[config.mk]
export PLATFORM = sky130hd
export DESIGN_NAME = serial_subtractor
export DESIGN_NICKNAME = d
export VERILOG_FILES = /design/src/rtl/serial_sub_pkg.sv /design/src/rtl/full_subtractor_bit.sv /design/src/rtl/serial_subtractor.sv
export SDC_FILE = /design/constraint.sdc
export NUM_CORES = 1
export LEC_CHECK = 0
export CAP_MARGIN = 15
export CORE_MARGIN = 10
export CORE_UTILIZATION = 30
export DETAILED_ROUTE_END_ITERATION = 8
export SYNTH_ARGS = -nofsm -noshare
export SYNTH_HDL_FRONTEND = slang
export SYNTH_HIERARCHICAL = 1
export SYNTH_SLANG_ARGS = --single-unit
[constraint.sdc]
create_clock -name clk -period 3.9 [get_ports clk]
set_input_delay 0.585 -clock clk [delete_from_list [all_inputs] [get_ports clk]]
set_output_delay 0.585 -clock clk [all_outputs]
set_load 0.01 [all_outputs]
[src/rtl/serial_sub_pkg.sv]
// Shared types and constants for the bit-serial subtractor.
// The FSM encoding is fixed so the unused code 2'b11 can be steered back to IDLE.
package serial_sub_pkg;

    localparam int DEFAULT_WIDTH = 8;

    typedef enum logic [1:0] {
        IDLE = 2'b00,
        RUN  = 2'b01,
        DONE = 2'b10
    } state_t;

    // Bit-counter width; WIDTH >= 2 keeps this at least one bit.
    function automatic int cnt_width(input int width);
        return (width < 2) ? 1 : $clog2(width);
    endfunction

    localparam int DEFAULT_CNT_W = cnt_width(DEFAULT_WIDTH);

endpackage

[src/rtl/full_subtractor_bit.sv]
// One-bit full subtractor: d = ai - bi - bw, with borrow-out.
// Purely combinational so it can be exercised stand-alone with a truth table.
module full_subtractor_bit (
    input  logic ai,
    input  logic bi,
    input  logic bw,
    output logic d,
    output logic bw_next
);

    assign d       = ai ^ bi ^ bw;
    assign bw_next = (~ai & bi) | (~(ai ^ bi) & bw);

endmodule

[src/rtl/serial_subtractor.sv]
// Bit-serial WIDTH-bit subtractor (a - b), LSB first, one bit per clock
// through a single full-subtractor cell with a registered borrow.
//
// state | meaning
// IDLE  | waiting for start; diff/bout hold the last completed result
// RUN   | one bit processed per edge, WIDTH edges in total
// DONE  | one-cycle done pulse; start here chains straight into RUN
module serial_subtractor
    import serial_sub_pkg::*;
#(
    parameter int WIDTH = DEFAULT_WIDTH
) (
    input  logic             clk,
    input  logic             rst_n,
    input  logic             start,
    input  logic [WIDTH-1:0] a,
    input  logic [WIDTH-1:0] b,
    output logic             busy,
    output logic             done,
    output logic [WIDTH-1:0] diff,
    output logic             bout
);

    localparam int CNT_W = cnt_width(WIDTH);

    state_t             r_state;
    state_t             w_state_nxt;
    logic [WIDTH-1:0]   r_a_sh;
    logic [WIDTH-1:0]   r_b_sh;
    logic [WIDTH-1:0]   r_res_sh;
    logic               r_borrow;
    logic [CNT_W-1:0]   r_count;
    logic [WIDTH-1:0]   r_diff;
    logic               r_bout;

    logic               w_accept;
    logic               w_run;
    logic               w_last;
    logic               w_d;
    logic               w_bw_next;
    logic [WIDTH-1:0]   w_res_next;
    logic               w_unused_res;

    full_subtractor_bit u_cell (
        .ai      (r_a_sh[0]),
        .bi      (r_b_sh[0]),
        .bw      (r_borrow),
        .d       (w_d),
        .bw_next (w_bw_next)
    );

    assign w_run    = (r_state == RUN);
    assign w_accept = start && ((r_state == IDLE) || (r_state == DONE));
    assign w_last   = w_run && (r_count == CNT_W'(WIDTH - 1));

    // Each new bit enters at the MSB, so after WIDTH shifts bit 0 is at the LSB.
    assign w_res_next   = {w_d, r_res_sh[WIDTH-1:1]};
    assign w_unused_res = r_res_sh[0];

    always_ff @(posedge clk) begin
        if (!rst_n) begin
            r_state <= IDLE;
        end else begin
            r_state <= w_state_nxt;
        end
    end

    always_comb begin
        w_state_nxt = IDLE;
        case (r_state)
            IDLE:    w_state_nxt = start ? RUN : IDLE;
            RUN:     w_state_nxt = w_last ? DONE : RUN;
            DONE:    w_state_nxt = start ? RUN : IDLE;
            default: w_state_nxt = IDLE;
        endcase
    end

    always_comb begin
        busy = 1'b0;
        done = 1'b0;
        case (r_state)
            RUN:     busy = 1'b1;
            DONE:    done = 1'b1;
            default: begin
                busy = 1'b0;
                done = 1'b0;
            end
        endcase
    end

    always_ff @(posedge clk) begin
        if (!rst_n) begin
            r_a_sh   <= '0;
            r_b_sh   <= '0;
            r_res_sh <= '0;
            r_borrow <= 1'b0;
            r_count  <= '0;
            r_diff   <= '0;
            r_bout   <= 1'b0;
        end else if (w_accept) begin
            r_a_sh   <= a;
            r_b_sh   <= b;
            r_res_sh <= '0;
            r_borrow <= 1'b0;
            r_count  <= '0;
        end else if (w_run) begin
            r_a_sh   <= r_a_sh >> 1;
            r_b_sh   <= r_b_sh >> 1;
            r_res_sh <= w_res_next;
            r_borrow <= w_bw_next;
            if (w_last) begin
                r_count <= '0;
                r_diff  <= w_res_next;
                r_bout  <= w_bw_next;
            end else begin
                r_count <= r_count + 1'b1;
            end
        end
    end

    assign diff = r_diff;
    assign bout = r_bout;

endmodule

# Word-level counts from Yosys, hierarchy flattened
# Cells that the tools add are included.
# totals
ff_bits	39
inputBits	19
output_inout_bits	11
# classes
addsub	1
n_eq_ne	3
mux	10
n_bitwise	9
reduce_logical	8
# op_table
op	n
$mux 8	4
$not 1->1	4
$pmux 2 s2	1
$reduce_or 2->1	2
$add 3x1->3 const B	1
$eq 3x3->1 const B	1
$mux 1	3
$mux 3	1
$reduce_and 3->1	1
$and 1x1->1	2
$eq 2x1->1 const B	1
$eq 2x2->1 const B	1
$logic_and 1x1->1	2
$logic_not 2->1	1
$mux 2	1
$reduce_bool 2->1	1
$xor 1x1->1	2
$logic_or 1x1->1	1
$or 1x1->1	1

# Depth between registers and ports, before layout
# Gate-level depths: netlist of the first run.
# depth
word_depth	5
depth_mapped	5

# Modules after synthesis
# The synthesis of the first run kept the hierarchy.
# modules_own_cells
module	instances	cells_each	area_per_inst_um2
serial_subtractor	1	177	1497.7
full_subtractor_bit	1	4	31.3

# Least setup slack after synthesis of the first run
# OpenSTA, ideal clock, no wires.
# synth_path
path_kind	reg2out
from	register r_state[1]
to	output busy
arrival_ns	0.781
t_required_ns	3.315
path_slack_ns	2.534
stages_incl_launch_ff	4
path_cell_list	dfxtp_1 -> nand2b_2 -> clkinv_1 -> buf_2
# synth_between
elab_chain_len	2
# synth_rtl
item	line_no	source
start: declaration	serial_subtractor.sv:26	state_t r_state;
start signal: assignment	serial_subtractor.sv:64	r_state <= w_state_nxt;
$eq 2x1->1	serial_subtractor.sv:81	case (r_state)
$mux 1	serial_subtractor.sv:81	
end: declaration	serial_subtractor.sv:18	output logic busy,
# Every way passes these cells.

# Worst setup path after layout of the first run
# Ends and elaborated chain as after synthesis.

==> impl_metrics.toml, run 1 <==
[placement]
hpwl_mm = 2.19
portBuffers = 29
gp_congestion = 0.715
dp_slack_ns = 1.48

[timing]
worst_pin_slew_ns = 0.877
hold_violations = 0
slew_violations = 0
fmax_mhz = 416
post-route-period-util_pct = 61.6
tns_ns = 0
finalSetupViolCount = 0
slew_headroom_pct = 41.4
rsz0062_at_grt = "no"
fin_crit_ns = 2.40
timing.final.ws_setup_ns = 1.50
finClkSkew_ns = 0.00454

[floorplan]
start_util_pct = 31.7
die_w_um = 91.4
core_region_area_mm2 = 0.00482
die_h_um = 91.4
rows = 25
dieArea_mm2 = 0.00835
pin_count = 30

[routing]
viasPerCell = 4.65
firstDrtPassIters = 4
vias = 1266
route.detailed.drc = 0
wl_mm = 3.42
drt-wirelength-per-cell_um = 12.6
detail-route-antenna-nets = 0
drt_iter0_markers = 72

[setup_path]
cp.arrival_ns = 1.82
worst-setup-path-type = "flop to primary output"
crit_fanout = 29
reg2reg_depth = 3
worst_ep_required_time_ns = 3.31
start_kind = "flop"
setup.worst_path.end_class = "primary output"

[layout]
fin_util_pct = 41.1
diodes = 0
syn_to_final_growth_pct = 29.5
drive_gt1_share_pct = 4.88
final_common_cell = "nand2_1"
nets = 226
layout_common_cells = "nand2_1, dfxtp_1, clkdlybuf4s50_1, a21oi_1"

[job]
cap_violations = 0

[synth]
syn-instance-count = 181
ys.flop_type = "dfxtp_1"
syn_nets = 203
ys_warn_count = 6
yosysSeqAreaShare_pct = 49.8
synth_top_area_cell = "dfxtp_1"
synth_area_mm2 = 0.00153
synth-seq-cells = 38
ys_async_sr_fraction_pct = 0
yosys.area.top_type_share_pct = 49.8
yosysUniqueCellTypes = 26
syn-mean-instance-area_um2 = 8.45
synth-edff-count = 0
synth_area_leaders = "dfxtp_1, nand2_1, a21boi_0, o221ai_1, a21oi_1"

[min_path]
hp-class = "flop to flop"
hold_depth = 2

[clocking]
cts_setup_buffers = 0
clock-root-buffer = "clkbuf_8"
postCtsHoldBufs = 0
clk_pin_slew_ns = 0.07
cts-resized-gates = 0
cts_buffers = 5
clock_sinks = 38
clkLatencyLatePin_ns = 0.29
cts_tree = "yes"
cts_buffer_depth = 2
ctsHtreeMaxLevel = 2

[pwr]
seqPwrFrac_pct = 45.4
irDropWorstVdd_mv = 0.175
p_leak_nw = 0.677
switching_share_pct = 21.6
p_int_mw = 0.717
combinationalPowerShare_pct = 9.5
p_per_area_mw_per_mm2 = 462
switchingPower_mw = 0.197
pwr-share-clk_pct = 45.1

[global_route]
grt_max_degree = 35
grt_antenna_before_repair = 0
grt_pass1_vias = 1282
grt_pass1_wl_mm = 5.95
grt_usage_pct = 8.50
gr-total-overflow = 0

[outcome]
outcome = "complete, no violations"
## registers in the layout, summed over array words and instances, names as in the netlist
| register | cells |
|---|---|
| r_res_sh | 7 |
| r_borrow | 1 |
| r_b_sh | 8 |
| diff | 8 |
| r_a_sh | 8 |
| bout | 1 |
| r_count | 3 |
| r_state | 2 |
## critical path, stage by stage, from the launching register on
cell,delay [ns]
dfxtp_1,0.34
nand2b_2,0.49
clkinv_1,0.18
clkdlybuf4s50_1,0.52
## power groups by stage
| stage | registers, mW | logic (mW) | clock network, mW |
|---|---|---|---|
| 6_report | 0.415 | 0.0874 | 0.412 |
| 5_1_grt | 0.418 | 0.0970 | 0.438 |
| 4_1_cts | 0.415 | 0.0881 | 0.423 |
| 3_5_place_dp | 0.424 | 0.0879 | 0 |
| 3_3_place_gp | 0.424 | 0.0873 | 0 |
| 2_1_floorplan | 0.422 | 0.0608 | 0 |
## through the flow
step / power (mW) / hold slack (ns) / instances / instance area (um^2)
after floorplan: 0.483 / 0.434 / 181 / 1530
after global placement: 0.511 / 0.442 / 264 / 1840
after detailed placement: 0.512 / 0.448 / 264 / 1840
after CTS: 0.927 / 0.458 / 272 / 1980
after global routing: 0.953 / 0.475 / 272 / 1980
final: 0.915 / 0.457 / 272 / 1980
## layout make-up
| type | instances | area [um^2] |
|---|---|---|
| Clock inverter | 2 | 60.1 |
| Inverter | 4 | 15.0 |
| Fill cell | 515 | 2840 |
| Tap cell | 67 | 83.8 |
| Clock buffer | 6 | 82.6 |
| Multi-Input combinational cell | 125 | 679 |
| Timing Repair Buffer | 30 | 298 |
| Sequential cell | 38 | 761 |
## synth_stat cells (all sizes together) (2+ instances only)
master and instances:
nand2 42, dfxtp 38, a21oi 13, a21boi 11, nand3 11, buf 10, nor2 8, nor3 8
o221ai 8, o21ai 5, a31oi 4, clkbuf 4, inv 3, nand3b 3, a22oi 2, ha 2
nand2b 2, nor2b 2
## routing by layer
layer / share of wire (%) / global-route usage, % / up-vias
met5: 0 / 0 / -
met1: 46 / 9.08 / 570
met4: 1.8 / 3.92 / 0
li1: - / - / 665
met2: 44 / 13.5 / 25
met3: 8.4 / 4.61 / 6
## final timing paths
check / from / end / slack (ns)
max: r_state[1]$_SDFF_PN0_ / busy / 1.50
min: r_count[2]$_SDFFE_PP0P_ / r_count[2]$_SDFFE_PP0P_ / 0.46
max reg2reg: r_state[0]$_SDFF_PN0_ / r_res_sh[7]$_SDFFE_PP0P_ / 2.11
min reg2reg: r_count[2]$_SDFFE_PP0P_ / r_count[2]$_SDFFE_PP0P_ / 0.46
## cells by family after synthesis
logic type | Yosys count | share of synthesized area, %
buffers and inverters | 18 | 5.81
DFF | 38 | 49.8
adders and majority gates | 3 | 2.95
AOI/OAI and AO/OA | 43 | 18.5
and+or+nand+nor | 79 | 23.0
Note: power is estimated with default switching activity, not from simulation.
==> run 2, diff against run 1 <==
==> constraint.sdc (replaced) <==
create_clock -name clk -period 2.1 [get_ports clk]
set_input_delay 0.315 -clock clk [delete_from_list [all_inputs] [get_ports clk]]
set_output_delay 0.315 -clock clk [all_outputs]
set_load 0.01 [all_outputs]
==> run 2 against run 1 <==
Against the previous run: design area grew 2.0%; global-route usage is 0.094 points higher; first-iteration DRC count is 31% higher.
==> impl_metrics.toml, run 2 (synthesized netlist as in run 1, its figures left out) <==
[outcome]
outcome = "complete, no violations"

[layout]
fillers = 527
final_common_cell = "nand2_1"
nets = 232
fin_area_mm2 = 0.00202
fin_cells = 278
layout_common_cells = "nand2_1, dfxtp_1, clkdlybuf4s50_1, a21oi_1"
regArea_um2 = 761
multiInputGateArea_um2 = 679
diodes = 0
syn_to_final_growth_pct = 32.1
drive_gt1_share_pct = 7.58

[pwr]
p_per_area_mw_per_mm2 = 830
p_leak_nw = 0.703
p_total_mw = 1.68
irDropWorstVdd_mv = 0.368

[timing]
post-route-period-util_pct = 80.4
tns_ns = 0
hold_violations = 0
slew_violations = 0
finClkSkew_ns = 0.00787
rsz0062_at_grt = "no"
worst_pin_slew_ns = 0.372
finalSetupViolCount = 0
fin_crit_ns = 1.69
slew_headroom_pct = 75.1
fmax_mhz = 592

[floorplan]
dieArea_mm2 = 0.00835
core_region_area_mm2 = 0.00482
rows = 25
pin_count = 30
start_util_pct = 31.7
die_w_um = 91.4
die_h_um = 91.4

[routing]
route.detailed.drc = 0
viasPerCell = 4.55
drt-wirelength-per-cell_um = 12.2
drt_iter0_markers = 94
firstDrtPassIters = 4
wl_mm = 3.39
vias = 1264
detail-route-antenna-nets = 0

[setup_path]
worst_ep_required_time_ns = 1.78
start_kind = "flop"
crit_fanout = 3
cp.arrival_ns = 1.37
worst-setup-path-type = "flop to primary output"
setup.worst_path.end_class = "primary output"

[global_route]
grt_max_degree = 35
gr-total-overflow = 0
grt_antenna_before_repair = 0
grt_pass1_wl_mm = 6.00
grt_usage_pct = 8.60
grt_pass1_vias = 1298

[clocking]
cts_buffers = 5
cts_tree = "yes"
cts_setup_buffers = 0
ctsHtreeMaxLevel = 2
clock-root-buffer = "clkbuf_8"
postCtsHoldBufs = 0
clock_sinks = 38
clkLatencyLatePin_ns = 0.29
cts-resized-gates = 0
cts_buffer_depth = 2
clk_pin_slew_ns = 0.08

[placement]
portBuffers = 29
gp_congestion = 0.697
dp.cells = 270
hpwl_mm = 2.32
post_dp_cell_area_mm2 = 0.00188

[min_path]
hp-class = "flop to flop"

[job]
cap_violations = 0
==> run 2: per-stage QoR <==
stage / hold slack, ns / util [%] / setup WS [ns]
floorplan: 0.434 / - / 0.872
global placement: 0.443 / 39.1 / 0.486
detailed placement: 0.449 / 39.1 / 0.463
CTS: 0.461 / 41.9 / 0.383
global route: 0.485 / 41.9 / 0.308
finish: 0.459 / 41.9 / 0.412
==> run 2: final timing paths <==
path | cells after the start | startpoint | slack, ns | to
worst max-delay path | 3 | r_state[1]$_SDFF_PN0_ | 0.41 | busy
worst min-delay path | 2 | r_count[1]$_SDFFE_PP0P_ | 0.46 | r_count[1]$_SDFFE_PP0P_
worst max register to register | 5 | r_count[0]$_SDFFE_PP0P_ | 0.64 | r_count[0]$_SDFFE_PP0P_
worst min register to register | 2 | r_count[1]$_SDFFE_PP0P_ | 0.46 | r_count[1]$_SDFFE_PP0P_
==> run 2: routing by layer <==
layer	up-vias	track usage, %	wire, um	part of all wire (%)
met5	-	0	0	0
met4	0	3.52	53	1.6
met3	5	4.44	215	6.3
met2	30	13.7	1550	46
met1	550	9.44	1570	46
li1	679	-	-	-
==> run 2: worst max-delay path, cell delays in order (launching register included) <==
cell,delay (ns)
dfxtp_1,0.31
nand2b_2,0.18
clkinv_1,0.06
clkdlybuf4s50_1,0.54
==> run 2: power by group <==
part | internal (mW) | switching [mW] | total, mW | leakage (nW)
Combinational | 0.0812 | 0.0898 | 0.171 | 0.325
Sequential | 0.753 | 0.0190 | 0.772 | 0.310
Clock | 0.476 | 0.257 | 0.733 | 0.0683
Total | 1.31 | 0.366 | 1.68 | 0.703
==> run 2: cell type report <==
type / count / area share (%)
Clock buffer: 5 / 3.41
Clock inverter: 3 / 3.41
Inverter: 4 / 0.743
Multi-Input combinational cell: 125 / 33.6
Sequential cell: 38 / 37.7
Tap cell: 67 / 4.15
Timing Repair Buffer: 36 / 17.0
==> patch 1, RTL diff (flow settings as in run 2) <==
`DEFAULT_WIDTH`: 8 -> 6.
--- a/src/rtl/serial_sub_pkg.sv
+++ b/src/rtl/serial_sub_pkg.sv
@@ -2,7 +2,7 @@
 // The FSM encoding is fixed so the unused code 2'b11 can be steered back to IDLE.
 package serial_sub_pkg;
 
-    localparam int DEFAULT_WIDTH = 8;
+    localparam int DEFAULT_WIDTH = 6;
 
     typedef enum logic [1:0] {
         IDLE = 2'b00,
Interface: changed (resized a, b and diff); port bits go from 30 to 24. The function was not compared with the original's and may differ.
==> patch 1 against run 2 <==
  * Sequential cell count decreased by 8
  * Highest routed layer unchanged
  * Non-clock buffer count decreased by 10
  * Design area decreased by 18%
  * Setup slack got worse by 0.20 ns
  * Power decreased by 27%
  * Sequential share of layout area decreased by 1.4 points
  * Routed wire length decreased by 11%
  * Synthesized area decreased by 14%
==> patch 1: results (changes against run 2) <==
Pwr
  – Sw Pwr: 0.0003006 W (-18%)
  – Sequential share of power: 49.8% (+3.7 points)
  – Clock network power: 0.000466 W (-36%)
  – Leakage power: 0.5690 nW (-19%)
  – IR drop worst, VDD: 0.3512 mV (-4.5%)
  – Clk pwr share: 38.0% (-5.7 points)

Drt
  – Initial drt markers: 38 (-60%)
  – Routed wl met2: 1402 um (-9.4%)
  – WL met1: 1355 um (-14%)
  – Routed vias/inst: 4.896 (+7.7%)
  – Wire length on met3: 246 um (+14%)

Status
  – Status: completed

Clock tree
  – Clk_lat worst skew: 0.27 ns (-0.02 ns)
  – Worst-path clk slew: 0.06 ns (-0.02 ns)

Synth
  – Post-synthesis cell type count: 33 (+27%)
  – Compound-cell area share of the yosys netlist: 22.68% (+4.2 points)
  – Post-synth top cells: 38 x nand2_1, 30 x dfxtp_1, 9 x a21oi_2
  – Adder-Cell Fraction of Synth Area: 3.445% (+0.50 points)
  – Largest cells by area after synthesis: dfxtp_1 46%, nand2_1 11%, a21oi_2 6.0%, a21boi_1 4.0%, o221ai_2 3.4%

Global routing
  – Largest net degree at the start of global routing: 23 (-34%)
  – Total track usage: 8.486% (-0.11 points)
  – Grt met3 use: 4.541% (+0.097 points)
  – Vias in the first global route: 1085 (-16%)
  – Met1 GRT Util: 10.07% (+0.63 points)
  – Grt met2 use: 12.58% (-1.1 points)

Critical path
  – R2R setup slack: 0.69 ns (+0.05 ns)
  – CP max stage delay: 0.58 ns (+0.04 ns)

Placement
  – Area after DPL: 1567 um^2 (-17%)
  – Post-DP HPWL: 2142 um (-7.6%)
  – Final GP Congestion: 0.7477 (+7.3%)
  – Pre-CTS WS: 0.4907 ns (+0.02809 ns)
  – Placed cell count: 213 (-21%)
  – # port buffers: 23 (-21%)

Timing
  – Worst hold slack: 0.4566 ns (-0.002327 ns)
  – Setup Skew: 0.005339 ns (-0.002535 ns)
  – Tightest Pin Transition: 0.3779 ns (+0.005988 ns)

Worst hold path
  – Hold endpoint: diff[3]
  – Hold Path Origin: diff[3]

Layout
  – Post-Layout Cell Count: 221 (-21%)
  – Nets: 188 (-19%)
  – Fraction of layout instances using a drive strength above 1: 15.20% (+7.6 points)
patch 1: cell types whose count changed in the layout (fill, tap and decap cells not counted), sizes merged, moves of 3 or more:
cell | before | now
nand3 | 11 | 2
dfxtp | 38 | 30
buf | 7 | 3
clkdlybuf4s50 | 29 | 23
nand2 | 42 | 39
patch 1: worst max-delay path by stage:
stage          cells past startpoint  slack, ns    endpoint        from
6_report                           3       0.21        busy  r_state[0]
3_3_place_gp                       3       0.54        busy  r_state[1]
3_5_place_dp                       3       0.49        busy  r_state[0]
5_1_grt                            3       0.11        busy  r_state[0]
2_1_floorplan                      5       0.93  r_state[1]  r_count[1]
4_1_cts                            3       0.19        busy  r_state[0]
patch 1: final cells by class:
class                   instances  area [um^2]  share of cell area [%]
clock buffers                   7        86.33                   5.208
repair buffers                 26        252.7                   15.25
flip-flops and latches         30        600.6                   36.23
inverters                       5        21.27                   1.283
multi-input cells             102        629.4                   37.96
clock inverters                 1        5.005                  0.3019
well taps                      50        62.56                   3.774
==> patch 2, RTL diff (settings of run 2) <==
Without the edit above. Make the reset (`rst_n`) asynchronous in 2 clocked blocks.
--- a/src/rtl/serial_subtractor.sv
+++ b/src/rtl/serial_subtractor.sv
@@ -57,7 +57,7 @@
     assign w_res_next   = {w_d, r_res_sh[WIDTH-1:1]};
     assign w_unused_res = r_res_sh[0];
 
-    always_ff @(posedge clk) begin
+    always_ff @(posedge clk or negedge rst_n) begin
         if (!rst_n) begin
             r_state <= IDLE;
         end else begin
@@ -88,7 +88,7 @@
         endcase
     end
 
-    always_ff @(posedge clk) begin
+    always_ff @(posedge clk or negedge rst_n) begin
         if (!rst_n) begin
             r_a_sh   <= '0;
             r_b_sh   <= '0;
Function: differs if rst_n is asserted again (counterexample within 4 cycles, from zero or initial values and one cycle with rst_n low); with rst_n held inactive, the same outputs for 10 cycles.
==> patch 2 against run 2 <==
  * Routed wire length rose by 11%
  * Highest routed layer unchanged
  * Via count fell by 4.1%
  * Synthesized area rose by 27%
  * Register-to-register slack got worse by 0.13 ns
  * Design area rose by 20%
  * Utilization fell by 3.6 points
  * Sequential cell count did not move
  * Setup slack improved by 0.020 ns
  * Power rose by 86%
==> patch 2: results (changes against run 2) <==
Placement
  – Post-DP HPWL: 2620 um (+13%)
  – Pre-CTS WS: 0.3108 ns (-0.1519 ns)
  – Final GP Congestion: 0.6835 (-2.0%)
  – Placed cell count: 250 (-7.4%)

Global routing
  – Largest net degree at the start of global routing: 39 (+11%)
  – Total track usage: 7.756% (-0.84 points)
  – First-pass GRT wire length: 6334 um (+5.6%)
  – Vias in the first global route: 1266 (-2.5%)
  – Antenna violations before repair: 0 (unchanged)

Pwr
  – Leakage power: 1.137 nW (+62%)
  – IR drop worst, VDD: 0.5054 mV (+37%)

Layout
  – ClkCell Share: 3.930% (-2.9 points)
  – Fraction of layout instances using a drive strength above 1: 20.33% (+13 points)
  – Layout filler cell count: 623 (+18%)
  – Footprint of the multi-input gates: 894.6 um^2 (+32%)
  – Register area: 950.9 um^2 (+25%)
  – Non-clock inverters: 4 (unchanged)
  – Non-CTS buffers: 38 (+5.6%)
  – Nets: 203 (-13%)
  – Clock Buffer Count: 6 (+1)
  – Number of diodes: 0 (unchanged)
  – Buffering overhead: 15.20% (-1.8 points)
  – Post-Layout Cell Count: 259 (-6.8%)
  – Count of multi-input gates: 94 (-25%)

Status
  – Status: completed

Synth
  – Post-synthesis cell type count: 22 (-15%)
  – Post-synth top cells: 44 x mux2i_1, 38 x dfrtp_1, 17 x mux2_2
  – Net Count, Synth: 168 (-17%)
  – Largest cells by area after synthesis: dfrtp_1 49%, mux2i_1 23%, mux2_2 9.8%, a22o_1 3.6%, nand3_1 2.1%
  – YS warnings: 6 (unchanged)
  – Synth area leader: dfrtp_1
  – Part of the Yosys area used for sequential elements: 48.91% (-0.85 points)
  – Ys async rst share: 100.0% (+100 points)
  – Mapped Cells: 146 (-19%)

Clock tree
  – Worst-path clk slew: 0.08 ns (about the same)
  – Hold-fix buffers, CTS: 1 (+1)
  – Total CTS buffers: 5 (unchanged)
  – Clock Tree Root: clkbuf_8
  – Max Buffers Root-to-Sink: 2 (unchanged)
  – Setup Buffers After CTS: 0 (unchanged)
  – Clk_lat worst skew: 0.29 ns (about the same)
  – Post-cts sizing count: 0 (unchanged)

Drt
  – Pre-antenna DRT Iters: 4 (unchanged)
  – Initial drt markers: 35 (-63%)
  – Via count: 1212 (-4.1%)
  – Drt wl/cell: 14.49 um (+19%)

Timing
  – Setup Skew: 0.009236 ns (+0.001362 ns)
  – Tightest Pin Transition: 0.5432 ns (+0.1713 ns)

Critical path
  – Arrival time worst endpoint: 1.35 ns (-0.02 ns)
  – Max FO, Critical Path: 4 (+1)

Worst hold path
  – Worst Hold Class: reg -> reg
patch 2: cell types whose count changed after synthesis, moves of 11 or more:
cell      change
a21oi_1      -13
mux2_2       +17
dfxtp_1      -38
dfrtp_1      +38
a21boi_0     -11
nand2_1      -42
mux2i_1      +44
patch 2: final timing paths:
check | start | slack (ns) | end | cells after the start
setup / recovery | r_state[0] | 0.43 | busy | 2
hold / removal | diff[4] | 0.51 | diff[4] | 1
setup reg to reg | r_count[0] | 0.51 | diff[1] | 5
hold reg to reg | diff[4] | 0.51 | diff[4] | 1
max in group asynchronous | rst_n | 1.38 | r_b_sh[4] | 3
min in group asynchronous | rst_n | 0.53 | diff[7] | 3
patch 2: per-stage QoR:
step | utilization (%) | instance area, um^2
after floorplan | - | 1944
after global placement | 36.66 | 2315
after detailed placement | 36.66 | 2315
after CTS | 38.33 | 2420
after global routing | 38.33 | 2420
final | 38.33 | 2420
patch 2: report_power, final:
group	internal [W]	total (W)	switching [W]
clock network	0.000264	0.000520	0.000256
logic	0.000775	0.00132	0.000540
registers	0.00105	0.00127	0.000226
total	0.00209	0.00311	0.00102
patch 2: worst max-delay path, cell delays in order, from the launching register on:
cell             delay [ns]
dfrtp_1                0.38
nor2b_1                0.14
clkdlybuf4s50_1        0.54
patch 2: per-layer routing:
layer	share of wire (%)	GRT usage, %
met1	48	9.775
met2	45	11.57
met3	4.1	2.538
met4	2.2	3.913
met5	0	0
patch 2: logic make-up (layout without fill, tap and decap cells):
family          Yosys count  in the layout  synth area share, %
buf+inv                  14             50                5.083
simple gates             19             19                6.500
mux                      62             62                33.08
compound gates           10             10                4.119
flops                    38             38                48.91
fa+ha+maj                 3              3                2.316
